### src/rtl/seg_pkg.sv
// Shared types and parameter defaults for the payload segmenter.
// Optional pad-length output is enabled by defining PAYLOAD_PAD_EN.
package seg_pkg;

  typedef enum logic [1:0] {
    IDLE = 2'd0,
    CALC = 2'd1,
    EMIT = 2'd2
  } seg_state_e;

  localparam int DEF_LEN_W        = 16;
  localparam int DEF_MAX_PAYLOAD  = 1500;
  localparam int DEF_SPLIT_THRESH = 1600;
  localparam int DEF_MIN_PAYLOAD  = 46;

endpackage

### src/rtl/seg_len_calc.sv
// Combinational segment sizing: remaining bytes -> next segment length and last flag.
// Pad length is produced only when PAYLOAD_PAD_EN is defined.
module seg_len_calc #(
  parameter int LEN_W        = 16,
  parameter int MAX_PAYLOAD  = 1500,
  parameter int SPLIT_THRESH = 1600
`ifdef PAYLOAD_PAD_EN
  ,parameter int MIN_PAYLOAD = 46
`endif
) (
  input  logic [LEN_W-1:0] i_remain,
  output logic [LEN_W-1:0] o_seg_len,
  output logic             o_seg_last
`ifdef PAYLOAD_PAD_EN
  ,output logic [LEN_W-1:0] o_pad_len
`endif
);

  localparam logic [LEN_W-1:0] MAX_L   = LEN_W'(MAX_PAYLOAD);
  localparam logic [LEN_W-1:0] SPLIT_L = LEN_W'(SPLIT_THRESH);

  logic [LEN_W-1:0] w_half;
  logic [LEN_W-1:0] w_len;

  // (rem+1)>>1 expressed as (rem>>1)+rem[0]; the carry bit of the wide sum is always zero
  assign w_half = {1'b0, i_remain[LEN_W-1:1]} + {{(LEN_W-1){1'b0}}, i_remain[0]};

  // Cap at MAX, halve a tail in (MAX, SPLIT] so no runt frame follows, else send the rest
  always_comb begin
    w_len = i_remain;
    if (i_remain > SPLIT_L) begin
      w_len = MAX_L;
    end else if (i_remain > MAX_L) begin
      w_len = w_half;
    end else begin
      w_len = i_remain;
    end
  end

  assign o_seg_len  = w_len;
  assign o_seg_last = (w_len == i_remain);

`ifdef PAYLOAD_PAD_EN
  localparam logic [LEN_W-1:0] MIN_L = LEN_W'(MIN_PAYLOAD);
  assign o_pad_len = (w_len < MIN_L) ? (MIN_L - w_len) : {LEN_W{1'b0}};
`endif

endmodule

### src/rtl/seg_param_chk.sv
// Elaboration-time guard on the segmenter's parameter relationships.
// The MIN_PAYLOAD check exists only when PAYLOAD_PAD_EN is defined.
module seg_param_chk #(
  parameter int LEN_W        = 16,
  parameter int MAX_PAYLOAD  = 1500,
  parameter int SPLIT_THRESH = 1600
`ifdef PAYLOAD_PAD_EN
  ,parameter int MIN_PAYLOAD = 46
`endif
) ();

  if (!(SPLIT_THRESH > MAX_PAYLOAD && SPLIT_THRESH <= 2 * MAX_PAYLOAD)) begin : g_bad_split
    $error("seg_param_chk: need MAX_PAYLOAD < SPLIT_THRESH <= 2*MAX_PAYLOAD");
  end

  if (SPLIT_THRESH >= (1 << LEN_W)) begin : g_bad_width
    $error("seg_param_chk: SPLIT_THRESH does not fit in LEN_W bits");
  end

`ifdef PAYLOAD_PAD_EN
  if (MIN_PAYLOAD > MAX_PAYLOAD) begin : g_bad_min
    $error("seg_param_chk: need MIN_PAYLOAD <= MAX_PAYLOAD");
  end
`endif

endmodule

### src/rtl/payload_segmenter.sv
// Splits a transfer byte count into per-frame payload lengths with valid/ready on both sides.
// Define PAYLOAD_PAD_EN to add the pad_len output (bytes needed to reach MIN_PAYLOAD).
module payload_segmenter
  import seg_pkg::*;
#(
  parameter int LEN_W        = DEF_LEN_W,
  parameter int MAX_PAYLOAD  = DEF_MAX_PAYLOAD,
  parameter int SPLIT_THRESH = DEF_SPLIT_THRESH
`ifdef PAYLOAD_PAD_EN
  ,parameter int MIN_PAYLOAD = DEF_MIN_PAYLOAD
`endif
) (
  input  logic             clk,
  input  logic             rst_n,
  input  logic             req_valid,
  output logic             req_ready,
  input  logic [LEN_W-1:0] req_bytes,
  input  logic             abort,
  output logic             seg_valid,
  input  logic             seg_ready,
  output logic [LEN_W-1:0] seg_len,
  output logic             seg_last,
  output logic [LEN_W-1:0] seg_idx,
  output logic             busy,
  output logic             done
`ifdef PAYLOAD_PAD_EN
  ,output logic [LEN_W-1:0] pad_len
`endif
);

  seg_state_e       r_state;
  logic [LEN_W-1:0] r_remain;
  logic [LEN_W-1:0] r_seg_len;
  logic [LEN_W-1:0] r_seg_idx;
  logic             r_seg_last;
  logic             r_seg_valid;
  logic             r_done;
  logic             r_busy;
  logic             r_req_ready;
  logic [LEN_W-1:0] w_calc_len;
  logic             w_calc_last;
`ifdef PAYLOAD_PAD_EN
  logic [LEN_W-1:0] r_pad_len;
  logic [LEN_W-1:0] w_calc_pad;
`endif

`ifdef PAYLOAD_PAD_EN
  seg_param_chk #(.LEN_W(LEN_W), .MAX_PAYLOAD(MAX_PAYLOAD), .SPLIT_THRESH(SPLIT_THRESH),
                  .MIN_PAYLOAD(MIN_PAYLOAD)) u_param_chk ();

  seg_len_calc #(.LEN_W(LEN_W), .MAX_PAYLOAD(MAX_PAYLOAD), .SPLIT_THRESH(SPLIT_THRESH),
                 .MIN_PAYLOAD(MIN_PAYLOAD)) u_calc (
    .i_remain   (r_remain),
    .o_seg_len  (w_calc_len),
    .o_seg_last (w_calc_last),
    .o_pad_len  (w_calc_pad)
  );
`else
  seg_param_chk #(.LEN_W(LEN_W), .MAX_PAYLOAD(MAX_PAYLOAD), .SPLIT_THRESH(SPLIT_THRESH)) u_param_chk ();

  seg_len_calc #(.LEN_W(LEN_W), .MAX_PAYLOAD(MAX_PAYLOAD), .SPLIT_THRESH(SPLIT_THRESH)) u_calc (
    .i_remain   (r_remain),
    .o_seg_len  (w_calc_len),
    .o_seg_last (w_calc_last)
  );
`endif

  // Segmenting FSM; abort takes priority over any request or handshake in the same cycle
  always_ff @(posedge clk) begin
    if (!rst_n) begin
      r_state     <= IDLE;
      r_remain    <= {LEN_W{1'b0}};
      r_seg_len   <= {LEN_W{1'b0}};
      r_seg_idx   <= {LEN_W{1'b0}};
      r_seg_last  <= 1'b0;
      r_seg_valid <= 1'b0;
      r_done      <= 1'b0;
      r_busy      <= 1'b0;
      r_req_ready <= 1'b1;
`ifdef PAYLOAD_PAD_EN
      r_pad_len   <= {LEN_W{1'b0}};
`endif
    end else if (abort) begin
      r_state     <= IDLE;
      r_remain    <= {LEN_W{1'b0}};
      r_seg_valid <= 1'b0;
      r_done      <= 1'b0;
      r_busy      <= 1'b0;
      r_req_ready <= 1'b1;
    end else begin
      r_done <= 1'b0;
      case (r_state)
        IDLE: begin
          if (req_valid) begin
            r_remain    <= req_bytes;
            r_seg_idx   <= {LEN_W{1'b0}};
            r_state     <= CALC;
            r_busy      <= 1'b1;
            r_req_ready <= 1'b0;
          end
        end
        CALC: begin
          if (r_remain == {LEN_W{1'b0}}) begin
            r_done      <= 1'b1;
            r_state     <= IDLE;
            r_busy      <= 1'b0;
            r_req_ready <= 1'b1;
          end else begin
            r_seg_len   <= w_calc_len;
            r_seg_last  <= w_calc_last;
`ifdef PAYLOAD_PAD_EN
            r_pad_len   <= w_calc_pad;
`endif
            r_seg_valid <= 1'b1;
            r_state     <= EMIT;
          end
        end
        EMIT: begin
          if (seg_ready) begin
            r_remain    <= r_remain - r_seg_len;
            r_seg_idx   <= r_seg_idx + {{(LEN_W-1){1'b0}}, 1'b1};
            r_seg_valid <= 1'b0;
            if (r_seg_last) begin
              r_done      <= 1'b1;
              r_state     <= IDLE;
              r_busy      <= 1'b0;
              r_req_ready <= 1'b1;
            end else begin
              r_state <= CALC;
            end
          end
        end
        default: begin
          r_state     <= IDLE;
          r_seg_valid <= 1'b0;
          r_busy      <= 1'b0;
          r_req_ready <= 1'b1;
        end
      endcase
    end
  end

  assign req_ready = r_req_ready;
  assign seg_valid = r_seg_valid;
  assign seg_len   = r_seg_len;
  assign seg_last  = r_seg_last;
  assign seg_idx   = r_seg_idx;
  assign busy      = r_busy;
  assign done      = r_done;
`ifdef PAYLOAD_PAD_EN
  assign pad_len   = r_pad_len;
`endif

endmodule

### config.mk
export PLATFORM = sky130hd
export DESIGN_NAME = payload_segmenter
export DESIGN_NICKNAME = d
export VERILOG_FILES = /design/src/rtl/seg_pkg.sv /design/src/rtl/seg_len_calc.sv /design/src/rtl/seg_param_chk.sv /design/src/rtl/payload_segmenter.sv
export SDC_FILE = /design/constraint.sdc
export NUM_CORES = 1
export LEC_CHECK = 0
export ABC_AREA = 1
export CELL_PAD_IN_SITES_DETAIL_PLACEMENT = 1
export CELL_PAD_IN_SITES_GLOBAL_PLACEMENT = 2
export CORE_MARGIN = 2
export CORE_UTILIZATION = 31
export CTS_CLUSTER_DIAMETER = 80
export DETAILED_ROUTE_END_ITERATION = 7
export GPL_TIMING_DRIVEN = 0
export PLACE_DENSITY_LB_ADDON = 0.1
export SYNTH_ARGS = -nofsm -noshare
export SYNTH_HDL_FRONTEND = slang
export SYNTH_SLANG_ARGS = --single-unit
export TNS_END_PERCENT = 1
### constraint.sdc
create_clock -name clk -period 5.46 [get_ports clk]
set_clock_uncertainty 0.05 [all_clocks]
set_input_delay 1.638 -clock clk [delete_from_list [all_inputs] [get_ports clk]]
set_output_delay 1.638 -clock clk [all_outputs]
set_load 0.005 [all_outputs]
==> results of run 1 <==
## flip-flops by register name, summed over array words and instances (netlist names)
| signal | flops |
|---|---|
| req_ready | 1 |
| r_remain | 16 |
| seg_idx | 16 |
| busy | 1 |
| seg_last | 1 |
| seg_valid | 1 |
| r_state | 2 |
| seg_len | 16 |
| done | 1 |
## cells by family (layout without fill, tap and decap cells)
| kind of cell | count (synthesis) | count (layout) |
|---|---|---|
| and+or+nand+nor | 347 | 347 |
| buffers and inverters | 121 | 186 |
| AOI/OAI and AO/OA | 86 | 86 |
| DFF | 55 | 55 |
| adders and majority gates | 24 | 24 |
| xor gates and xnor gates | 12 | 12 |
## Yosys cell counts, types with 3 or more instances
cell type / n / area, µm²
nand2_1: 177 / 664
inv_1: 101 / 379
nor2_1: 70 / 263
a21oi_1: 55 / 275
dfxtp_1: 55 / 1100
nand3_1: 50 / 250
ha_1: 23 / 288
nor3_1: 18 / 90.1
o21ai_0: 18 / 90.1
nand4_1: 17 / 106
xor2_1: 11 / 96.3
inv_2: 7 / 26.3
a211oi_1: 5 / 37.5
buf_6: 5 / 56.3
clkbuf_1: 4 / 15.0
buf_2: 3 / 15.0
nand2_2: 3 / 18.8
nand2_4: 3 / 33.8
nand3b_1: 3 / 22.5
o21ai_1: 3 / 15.0
## cell usage in the layout, fill, tap and decap left out, types with 3 or more instances in the layout
| cell | netlist | routed |
|---|---|---|
| inv_2 | 7 | 7 |
| o21ai_0 | 18 | 18 |
| a211oi_1 | 5 | 5 |
| nand3_1 | 50 | 50 |
| nand4_1 | 17 | 17 |
| nand2_2 | 3 | 3 |
| nand2_4 | 3 | 3 |
| o21ai_1 | 3 | 3 |
| clkbuf_16 | 0 | 5 |
| buf_2 | 3 | 3 |
| xor2_1 | 11 | 11 |
| a21oi_1 | 55 | 55 |
| ha_1 | 23 | 23 |
| clkbuf_1 | 4 | 5 |
| nand3b_1 | 3 | 3 |
| buf_6 | 5 | 5 |
| inv_1 | 101 | 101 |
| dfxtp_1 | 55 | 55 |
| clkdlybuf4s50_1 | 0 | 57 |
| nand2_1 | 177 | 177 |
| nor2_1 | 70 | 70 |
| nor3_1 | 18 | 18 |
## tightest hold or removal path, stage by stage, from the launching register on
cell and delay, ps:
dfxtp_1 310, inv_1 50, a21oi_1 50
## worst paths after layout
path	to	slack, ps
max	r_remain[12]$_SDFFE_PP0P_	1750
min	seg_valid$_SDFFE_PP0P_	410
max reg2reg	r_remain[12]$_SDFFE_PP0P_	2970
min reg2reg	seg_valid$_SDFFE_PP0P_	410
## layout make-up
class | instances | area [µm²] | area share
Sequential cell | 55 | 1100 | 0.225
Timing Repair Buffer | 57 | 571 | 0.116
Tap cell | 172 | 215 | 0.0439
Multi-Input combinational cell | 469 | 2370 | 0.484
Buffer | 13 | 90.1 | 0.0184
Clock buffer | 6 | 129 | 0.0263
Clock inverter | 2 | 16.3 | 0.00332
Inverter | 108 | 405 | 0.0827
## metal layers
layer / part of all wire / up-vias / global-route usage
met3: 0.025 / 11 / 0.0335
met4: 0.011 / 0 / 0.0565
li1: - / 2183 / -
met2: 0.48 / 48 / 0.364
met5: 0 / - / 0
met1: 0.49 / 1991 / 0.281
## per-stage QoR
stage | instances | total power [µW] | hold slack [ps]
CTS | 882 | 1180 | 420
floorplan | 645 | 705 | 394
global route | 882 | 1250 | 437
global placement | 874 | 829 | 407
finish | 882 | 1160 | 407
detailed placement | 874 | 839 | 409
## power breakdown
part | switching, µW | total, µW | internal [µW]
Clock | 167 | 339 | 173
Sequential | 19.8 | 437 | 417
Combinational | 249 | 388 | 139
Total | 435 | 1160 | 729
==> run_results.csv, run 1 <==
group,metric,value,unit
synthesis,synth-compound-area-share,0.118,
status,status,"finished clean",
clock_network,h-tree-depth,2,
route,routed_via_density,4.80,
global_routing,grt_antenna_before_repair,0,
hold_path,hold_start,"seg_valid$_SDFFE_PP0P_",
synthesis,synthArstFlopShare,0,
floorplan,initial_core_util,0.316,
placement,place_congestion,0.870,
synthesis,synth_seq_area_share,0.277,
floorplan,dieHeight,117,µm
setup_path,max_stage_delay,660,ps
floorplan,die_x,117,µm
finish,nFillCells,1683,
finish,drive_above_1_share,0.0465,
synthesis,yosys.area_share.xor_xnor,0.0265,
power,ir_worst_vdd,0.000118,V
hold_path,holdCritPathClass,"flip-flop to flip-flop",
clock_network,clk_latency,310,ps
synthesis,synth_simple_gate_area_share,0.376,
finish,fin_area,4900,µm²
synthesis,synth.cell_area,3970,µm²
finish,utilization,0.390,
setup_path,crit_start,"rst_n",
finish,n_antenna_cell,0,
route,routed_wl,13.5,mm
finish,areaGrowthSynthToFinish,23.5,%
setup_path,critical_path_depth,6,
timing,final_hold_viol_count,0,
route,vias,4233,
clock_network,clockBufferDepth,2,
timing,rsz0062_at_grt,"no",
setup_path,r2r-start,"r_state[0]$_SDFFE_PP0P_",
setup_path,path_delay_family,"buffers and inverters",
timing,tightest_slew,1070,ps
synthesis,synth_cell_types,34,
setup_path,slowest_stage,"clkdlybuf4s50_1",
clock_network,numCtsBuffers,5,
placement,dp_hpwl,10.9,mm
setup_path,reg2reg_depth,8,
synthesis,syn_avg_cell_area,6.15,µm²
route,ant_nets,0,
setup_path,cp_max_fo,10,
timing,maxSlewHeadroom,0.283,
setup_path,crit_chain,"clkdlybuf4s50_1 > inv_2 > nor2_1 > inv_1 > clkbuf_1 > a21oi_1",
floorplan,num_rows,41,
timing,setup_viol,0,
synthesis,synth_top_family_by_area,"simple AND/OR/NAND/NOR gates",
hold_path,min_path_cells,2,
power,power_density,238,nW/µm²
run,max-cap-violations,0,
timing,clock.fmax,270,MHz
route,first_pass_iters,4,
global_routing,grt_pass1_wl,22.5,mm
route,drc,0,
global_routing,grt_pass1_vias,4464,
floorplan,io_pins,58,
timing,finalMaxSlewViolations,0,
global_routing,grt_overflow,0,
setup_path,startpoint_type,"input pin",
synthesis,syn_inst,645,
clock_network,cts_setup_buffers,0,
setup_path,worst-path-buf-inv,4,
global_routing,track_usage,0.214,
placement,pre_cts_ws,1360,ps
synthesis,yosys.area_share.adder,0.0776,
synthesis,ys.flop_type,"dfxtp_1",
synthesis,muxShareOfSynthArea,0,
setup_path,arrival,3890,ps
floorplan,dieArea,13700,µm²
placement,portBuffers,57,
floorplan,core-area,12600,µm²
timing,fin_ws,1750,ps
route,routedWlPerCell,15.3,µm
power,p_leak,0.00218,µW
timing,fin_setup_tns,0,ps
synthesis,ys_warn_count,0,
route,drt_iter0_drc,192,
global_routing,grt_max_degree,18,
synthesis,syn_nets,690,
finish,nNetsFinal,754,
clock_network,ctsRootBufferMaster,"clkbuf_16",
clock_network,cts_tree,"yes",
setup_path,path_class,"input pin to flip-flop",
clock_network,path_clk_slew,70,ps
setup_path,critPathCaptureType,"flip-flop",
clock_network,cts_hold_buffers,0,
clock_network,cts.sinks,55,
placement,place_area,4750,µm²
synthesis,synth_edf_count,0,
timing,fin_crit,3710,ps
setup_path,required,5640,ps
synthesis,synth-seq-cells,55,
timing,timing.final.crit_share,0.679,
clock_network,cts_resized,0,
No activity file was read; power rests on OpenSTA's default activity.
==> run 2: changes to the inputs <==
--- a/config.mk
+++ b/config.mk
@@ -9,7 +9,7 @@
 export CELL_PAD_IN_SITES_DETAIL_PLACEMENT = 1
 export CELL_PAD_IN_SITES_GLOBAL_PLACEMENT = 2
 export CORE_MARGIN = 2
-export CORE_UTILIZATION = 31
+export CORE_UTILIZATION = 26
 export CTS_CLUSTER_DIAMETER = 80
 export DETAILED_ROUTE_END_ITERATION = 7
 export GPL_TIMING_DRIVEN = 0
==> constraint.sdc (replaced) <==
create_clock -name clk -period 3.33 [get_ports clk]
set_clock_uncertainty 0.05 [all_clocks]
set_input_delay 0.999 -clock clk [delete_from_list [all_inputs] [get_ports clk]]
set_output_delay 0.999 -clock clk [all_outputs]
set_load 0.005 [all_outputs]
==> run 2 against run 1 <==
  * Worst hold slack gained 5.9 ps
  * Flip-flop and latch count unchanged
  * Largest cell class unchanged
  * Total power is 65% higher
  * Critical path type unchanged
  * Highest routed layer unchanged
  * Setup slack worse by 1400 ps
  * Global-route usage shrank 2.8 points
==> run_results.csv, run 2 (synthesis gave the netlist of run 1 again) <==
group,metric,value,unit
route,vias,4246,
route,drt_iter0_drc,163,
clock_network,path_clk_slew,80,ps
floorplan,io_pins,58,
global_routing,grtUsageMet3,0.0264,
route,drc,0,
timing,fin_crit,2960,ps
placement,dp_hpwl,11.6,mm
finish,finalNonFillerCells,898,
global_routing,grt_pass1_wl,23.5,mm
clock_network,clockBufferDepth,2,
finish,areaGrowthSynthToFinish,24.1,%
floorplan,num_rows,45,
timing,fin_setup_tns,0,ps
setup_path,startpoint_type,"input pin",
setup_path,path_class,"input pin to flip-flop",
placement,portBuffers,57,
timing,maxSlewHeadroom,0.440,
route,routed_via_density,4.73,
setup_path,cp_max_fo,10,
global_routing,grt_use_met2,0.302,
timing,hold_slack,413,ps
setup_path,arrival,3140,ps
status,status,"finished clean",
clock_network,cts_tree,"yes",
route,ant_nets,0,
clock_network,clk_latency,310,ps
placement,place_area,4770,µm²
timing,timing.final.crit_share,0.888,
floorplan,die_x,128,µm
floorplan,core-area,15000,µm²
timing,setup_viol,0,
global_routing,grt_overflow,0,
route,routedWlPerCell,16.1,µm
finish,drive_above_1_share,0.0479,
global_routing,grt_pass1_vias,4452,
timing,rsz0062_at_grt,"no",
clock_network,h-tree-depth,2,
floorplan,initial_core_util,0.264,
finish,nNetsFinal,754,
setup_path,required,3510,ps
hold_path,holdCritPathClass,"flip-flop to flip-flop",
route,routed_wl,14.4,mm
timing,clock.fmax,338,MHz
global_routing,grt_max_degree,18,
timing,final_hold_viol_count,0,
timing,finalMaxSlewViolations,0,
power,p_leak,0.00219,µW
global_routing,grt_antenna_before_repair,0,
global_routing,track_usage,0.186,
finish,fin_area,4920,µm²
floorplan,dieArea,16300,µm²
run,max-cap-violations,0,
route,first_pass_iters,4,
clock_network,cts.sinks,55,
setup_path,critPathCaptureType,"flip-flop",
finish,nFillCells,1960,
floorplan,dieHeight,128,µm
clock_network,cts_setup_buffers,0,
global_routing,busiest_layer,"met2",
finish,n_antenna_cell,0,
global_routing,met1_usage,0.266,
finish,final_cell_mix,"177 x nand2_1, 101 x inv_1, 69 x nor2_1",
placement,place_congestion,0.825,
finish,final_common_cell,"nand2_1",
power,ir_worst_vdd,0.000194,V
clock_network,ctsRootBufferMaster,"clkbuf_16",
placement,dp.cells,890,
timing,tightest_slew,834,ps
clock_network,numCtsBuffers,5,
power,power_density,391,nW/µm²
-- run 2: cell types whose count changed in the layout (fill, tap and decap cells not counted) --
cell        previous run  this run
clkinv_4               0         2
nor2_1                70        69
inv_6                  1         0
clkinvlp_4             1         0
nor2_2                 1         2
-- run 2: final timing paths --
| check | from | end | slack [ps] | cells past startpoint |
|---|---|---|---|---|
| max | rst_n | r_remain[11]$_SDFFE_PP0P_ | 370 | 6 |
| min | seg_valid$_SDFFE_PP0P_ | seg_valid$_SDFFE_PP0P_ | 410 | 2 |
| max reg2reg | r_state[0]$_SDFFE_PP0P_ | seg_idx[3]$_SDFFE_PN0P_ | 990 | 12 |
| min reg2reg | seg_valid$_SDFFE_PP0P_ | seg_valid$_SDFFE_PP0P_ | 410 | 2 |
-- run 2: metrics by stage --
| step | setup slack, ps | power (µW) | utilization |
|---|---|---|---|
| 6_report | 374 | 1920 | 0.328 |
| 2_1_floorplan | 1180 | 1160 | - |
| 3_3_place_gp | -217 | 1370 | 0.318 |
| 4_1_cts | 46.7 | 1960 | 0.327 |
| 3_5_place_dp | -280 | 1380 | 0.318 |
| 5_1_grt | 230 | 2080 | 0.328 |
-- run 2: metal layers --
layer | share of wire | vias up
li1 | - | 2177
met1 | 0.52 | 2014
met2 | 0.45 | 48
met3 | 0.023 | 7
met4 | 0.0085 | 0
met5 | 0 | -
-- run 2: layout make-up --
| type | count | area, µm² | share of cell area |
|---|---|---|---|
| Clock inverter | 2 | 17.5 | 0.00356 |
| Clock buffer | 6 | 129 | 0.0262 |
| Sequential cell | 55 | 1100 | 0.224 |
| Inverter | 108 | 405 | 0.0823 |
| Multi-Input combinational cell | 469 | 2370 | 0.482 |
| Timing Repair Buffer | 57 | 571 | 0.116 |
| Buffer | 13 | 90.1 | 0.0183 |
| Tap cell | 188 | 235 | 0.0478 |
-- run 2: what timing repair did --
action / in CTS / in global routing
resized for setup: 0 / 1
hold buffers: 0 / 0
setup endpoints to repair: 0 / 9
-- run 2: worst max-delay path, cell delays in order --
cell and delay [ps]:
clkdlybuf4s50_1 710, inv_2 200, nor2_2 420, inv_1 200
clkbuf_1 360, a21oi_1 230
-- run 2: power by group --
part / internal, µW / switching (µW) / total (µW) / leakage, µW
sequential: 684 / 33.2 / 717 / 0.000446
combinational: 228 / 414 / 641 / 0.00167
clock: 284 / 282 / 566 / 0.0000710
==> run 3: changes to the inputs <==
--- a/config.mk
+++ b/config.mk
@@ -5,11 +5,10 @@
 export SDC_FILE = /design/constraint.sdc
 export NUM_CORES = 1
 export LEC_CHECK = 0
-export ABC_AREA = 1
 export CELL_PAD_IN_SITES_DETAIL_PLACEMENT = 1
 export CELL_PAD_IN_SITES_GLOBAL_PLACEMENT = 2
 export CORE_MARGIN = 2
-export CORE_UTILIZATION = 26
+export CORE_UTILIZATION = 29
 export CTS_CLUSTER_DIAMETER = 80
 export DETAILED_ROUTE_END_ITERATION = 7
 export GPL_TIMING_DRIVEN = 0
==> run 3 against run 2 <==
  * Global-route usage fell by 1.6 points
  * Setup slack got worse by 94 ps
  * Clock power rose by 4.2%
  * Largest cell class unchanged
==> run_results.csv, run 3 <==
group,metric,value,unit
status,status,"finished clean",
floorplan,num_rows,40,
setup_path,critPathCaptureType,"flip-flop",
synthesis,yosys.area.top_type,"dfxtp_1",
clock_network,ctsRootBufferMaster,"clkbuf_16",
synthesis,synth.cell_area,3550,µm²
clock_network,cts.sinks,55,
timing,tightest_slew,990,ps
timing,hold_slack,439,ps
synthesis,synth_area_leaders,"dfxtp_1 31%, ha_1 8.1%, a21oi_1 4.5%",
route,drt_iter0_drc,71,
setup_path,worst-path-buf-inv,3,
setup_path,cp_max_fo,10,
setup_path,path_class,"input pin to flip-flop",
timing,fin_ws,280,ps
setup_path,r2r-start,"r_state[0]$_SDFFE_PP0P_",
clock_network,cts_hold_buffers,0,
clock_network,path_clk_slew,70,ps
clock_network,clockBufferDepth,2,
synthesis,synth_cell_types,62,
power,p_sw,542,µW
power,ir_worst_vdd,0.000184,V
floorplan,dieArea,13100,µm²
timing,rsz0062_at_grt,"no",
synthesis,ys.flop_type,"dfxtp_1",
synthesis,syn_nets,480,
floorplan,io_pins,58,
route,first_pass_iters,4,
synthesis,synthArstFlopShare,0,
timing,setup_viol,0,
setup_path,required,3520,ps
synthesis,syn_avg_cell_area,8.15,µm²
power,p_leak,0.00169,µW
setup_path,crit_chain,"clkdlybuf4s50_1 > and2b_4 > or2_2 > clkbuf_1 > nor2_2 > buf_2 > o21ai_0 > a21oi_1",
synthesis,yosysMostFrequentCell,"dfxtp_1",
global_routing,grt_max_degree,17,
floorplan,dieHeight,115,µm
synthesis,yosysTopAreaCellShare,0.311,
finish,drive_above_1_share,0.0760,
route,ant_nets,0,
timing,maxSlewHeadroom,0.334,
power,seq_power_share,0.400,
power,p_int,1200,µW
global_routing,grt_pass1_wl,17.2,mm
timing,fin_crit,3050,ps
synthesis,ys_warn_count,0,
setup_path,max_stage_delay,480,ps
route,drc,0,
placement,dp_hpwl,8.31,mm
finish,areaGrowthSynthToFinish,25.8,%
synthesis,syn_inst,435,
finish,nFillCells,1439,
finish,final_cell_mix,"57 x clkdlybuf4s50_1, 55 x dfxtp_1, 38 x nand2_1",
run,max-cap-violations,0,
setup_path,arrival,3240,ps
placement,portBuffers,57,
route,routed_wl,10.6,mm
finish,utilization,0.373,
synthesis,synthTopCellsByCount,"55 x dfxtp_1, 38 x nand2_1, 36 x nor2_1, 32 x a21oi_1, 31 x inv_1",
timing,timing.final.crit_share,0.916,
setup_path,startpoint_type,"input pin",
floorplan,initial_core_util,0.296,
placement,place_congestion,0.769,
hold_path,holdCritPathClass,"flip-flop to flip-flop",
power,combinationalPowerShare,0.262,
setup_path,path_delay_family,"buffers and inverters",
clock_network,clk_latency,310,ps
floorplan,core-area,12000,µm²
global_routing,track_usage,0.170,
clock_network,cts_tree,"yes",
finish,nNetsFinal,544,
placement,pre_cts_ws,-128,ps
synthesis,synth_edf_count,0,
route,routedWlPerCell,16.4,µm
power,p_clk_frac,0.338,
finish,n_antenna_cell,0,
setup_path,slowest_stage,"clkdlybuf4s50_1",
clock_network,h-tree-depth,2,
clock_network,cts_resized,0,
route,vias,3231,
clock_network,numCtsBuffers,5,
global_routing,grt_antenna_before_repair,0,
floorplan,die_x,115,µm
timing,clock.fmax,328,MHz
synthesis,synth_seq_area_share,0.311,
synthesis,synth-seq-cells,55,
timing,fin_setup_tns,0,ps
global_routing,grt_overflow,0,
power,power_density,391,nW/µm²
finish,final_common_cell,"clkdlybuf4s50_1",
setup_path,crit_start,"seg_ready",
hold_path,hold_start,"seg_len[9]$_SDFFE_PN0P_",
timing,final_hold_viol_count,0,
route,routed_via_density,4.99,
clock_network,cts_setup_buffers,0,
global_routing,grt_pass1_vias,3334,
timing,finalMaxSlewViolations,0,
power,swShare,0.310,
[run 3: cell count changes in the layout (fill, tap and decap cells not counted), sizes merged, moves of 8 or more]
cell   previous run  this run
nor3             18         6
a21oi            56        32
xnor2             1        10
nand3            50        13
mux2i             0        13
nand2           183        38
o21ai            22        30
nand4            17         5
nor2             72        37
a31oi             0         8
inv             108        31
[run 3: power groups by stage]
stage	sequential, µW	clock [µW]	combinational, µW
floorplan	707	0	324
global placement	713	0	457
detailed placement	714	0	461
CTS	698	617	464
global route	701	638	513
finish	698	590	457
[run 3: cells by family after synthesis]
logic type,after synthesis,share of synthesized area
AO/OA/AOI/OAI,116,0.210
XOR/XNOR,27,0.0667
adder cells (fa/ha/maj),24,0.0868
buffers and inverters,55,0.0766
flip-flops,55,0.311
multiplexers,14,0.0399
AND/OR/NAND/NOR,144,0.210
[run 3: metal layers]
| layer | wire (µm) | global-route usage |
|---|---|---|
| met3 | 281 | 0.0323 |
| met5 | 0 | 0 |
| met2 | 4880 | 0.278 |
| met1 | 5320 | 0.229 |
| met4 | 118 | 0.0439 |
[run 3: worst min-delay path: cells and delay by family, from the launching register on]
family | cells | cell delay, ps
flops | 1 | 330
compound gates | 1 | 50
simple gates | 1 | 70
[run 3: final cells by class]
type,instances,area (µm²),share of cell area
plain buffers,24,155,0.0348
inverters,31,116,0.0261
clock buffers,7,153,0.0342
clock inverters,1,7.51,0.00168
flip-flops and latches,55,1100,0.247
well taps,147,184,0.0412
multi-input cells,325,2170,0.487
repair buffers,57,571,0.128
[run 3: final timing paths]
check,slack [ps],end,cells after the start
worst max register to register,730,r_remain[8]$_SDFFE_PP0P_,10
worst min register to register,440,seg_len[9]$_SDFFE_PN0P_,2
worst min-delay path,440,seg_len[9]$_SDFFE_PN0P_,2
worst max-delay path,280,r_remain[8]$_SDFFE_PP0P_,8
[run 3: through the flow]
| stage | std cells | instance area, µm² | total power (µW) |
|---|---|---|---|
| 2_1_floorplan | 435 | 3550 | 1030 |
| 3_3_place_gp | 639 | 4300 | 1170 |
| 3_5_place_dp | 639 | 4300 | 1180 |
| 4_1_cts | 647 | 4460 | 1780 |
| 5_1_grt | 647 | 4460 | 1850 |
| 6_report | 647 | 4460 | 1750 |
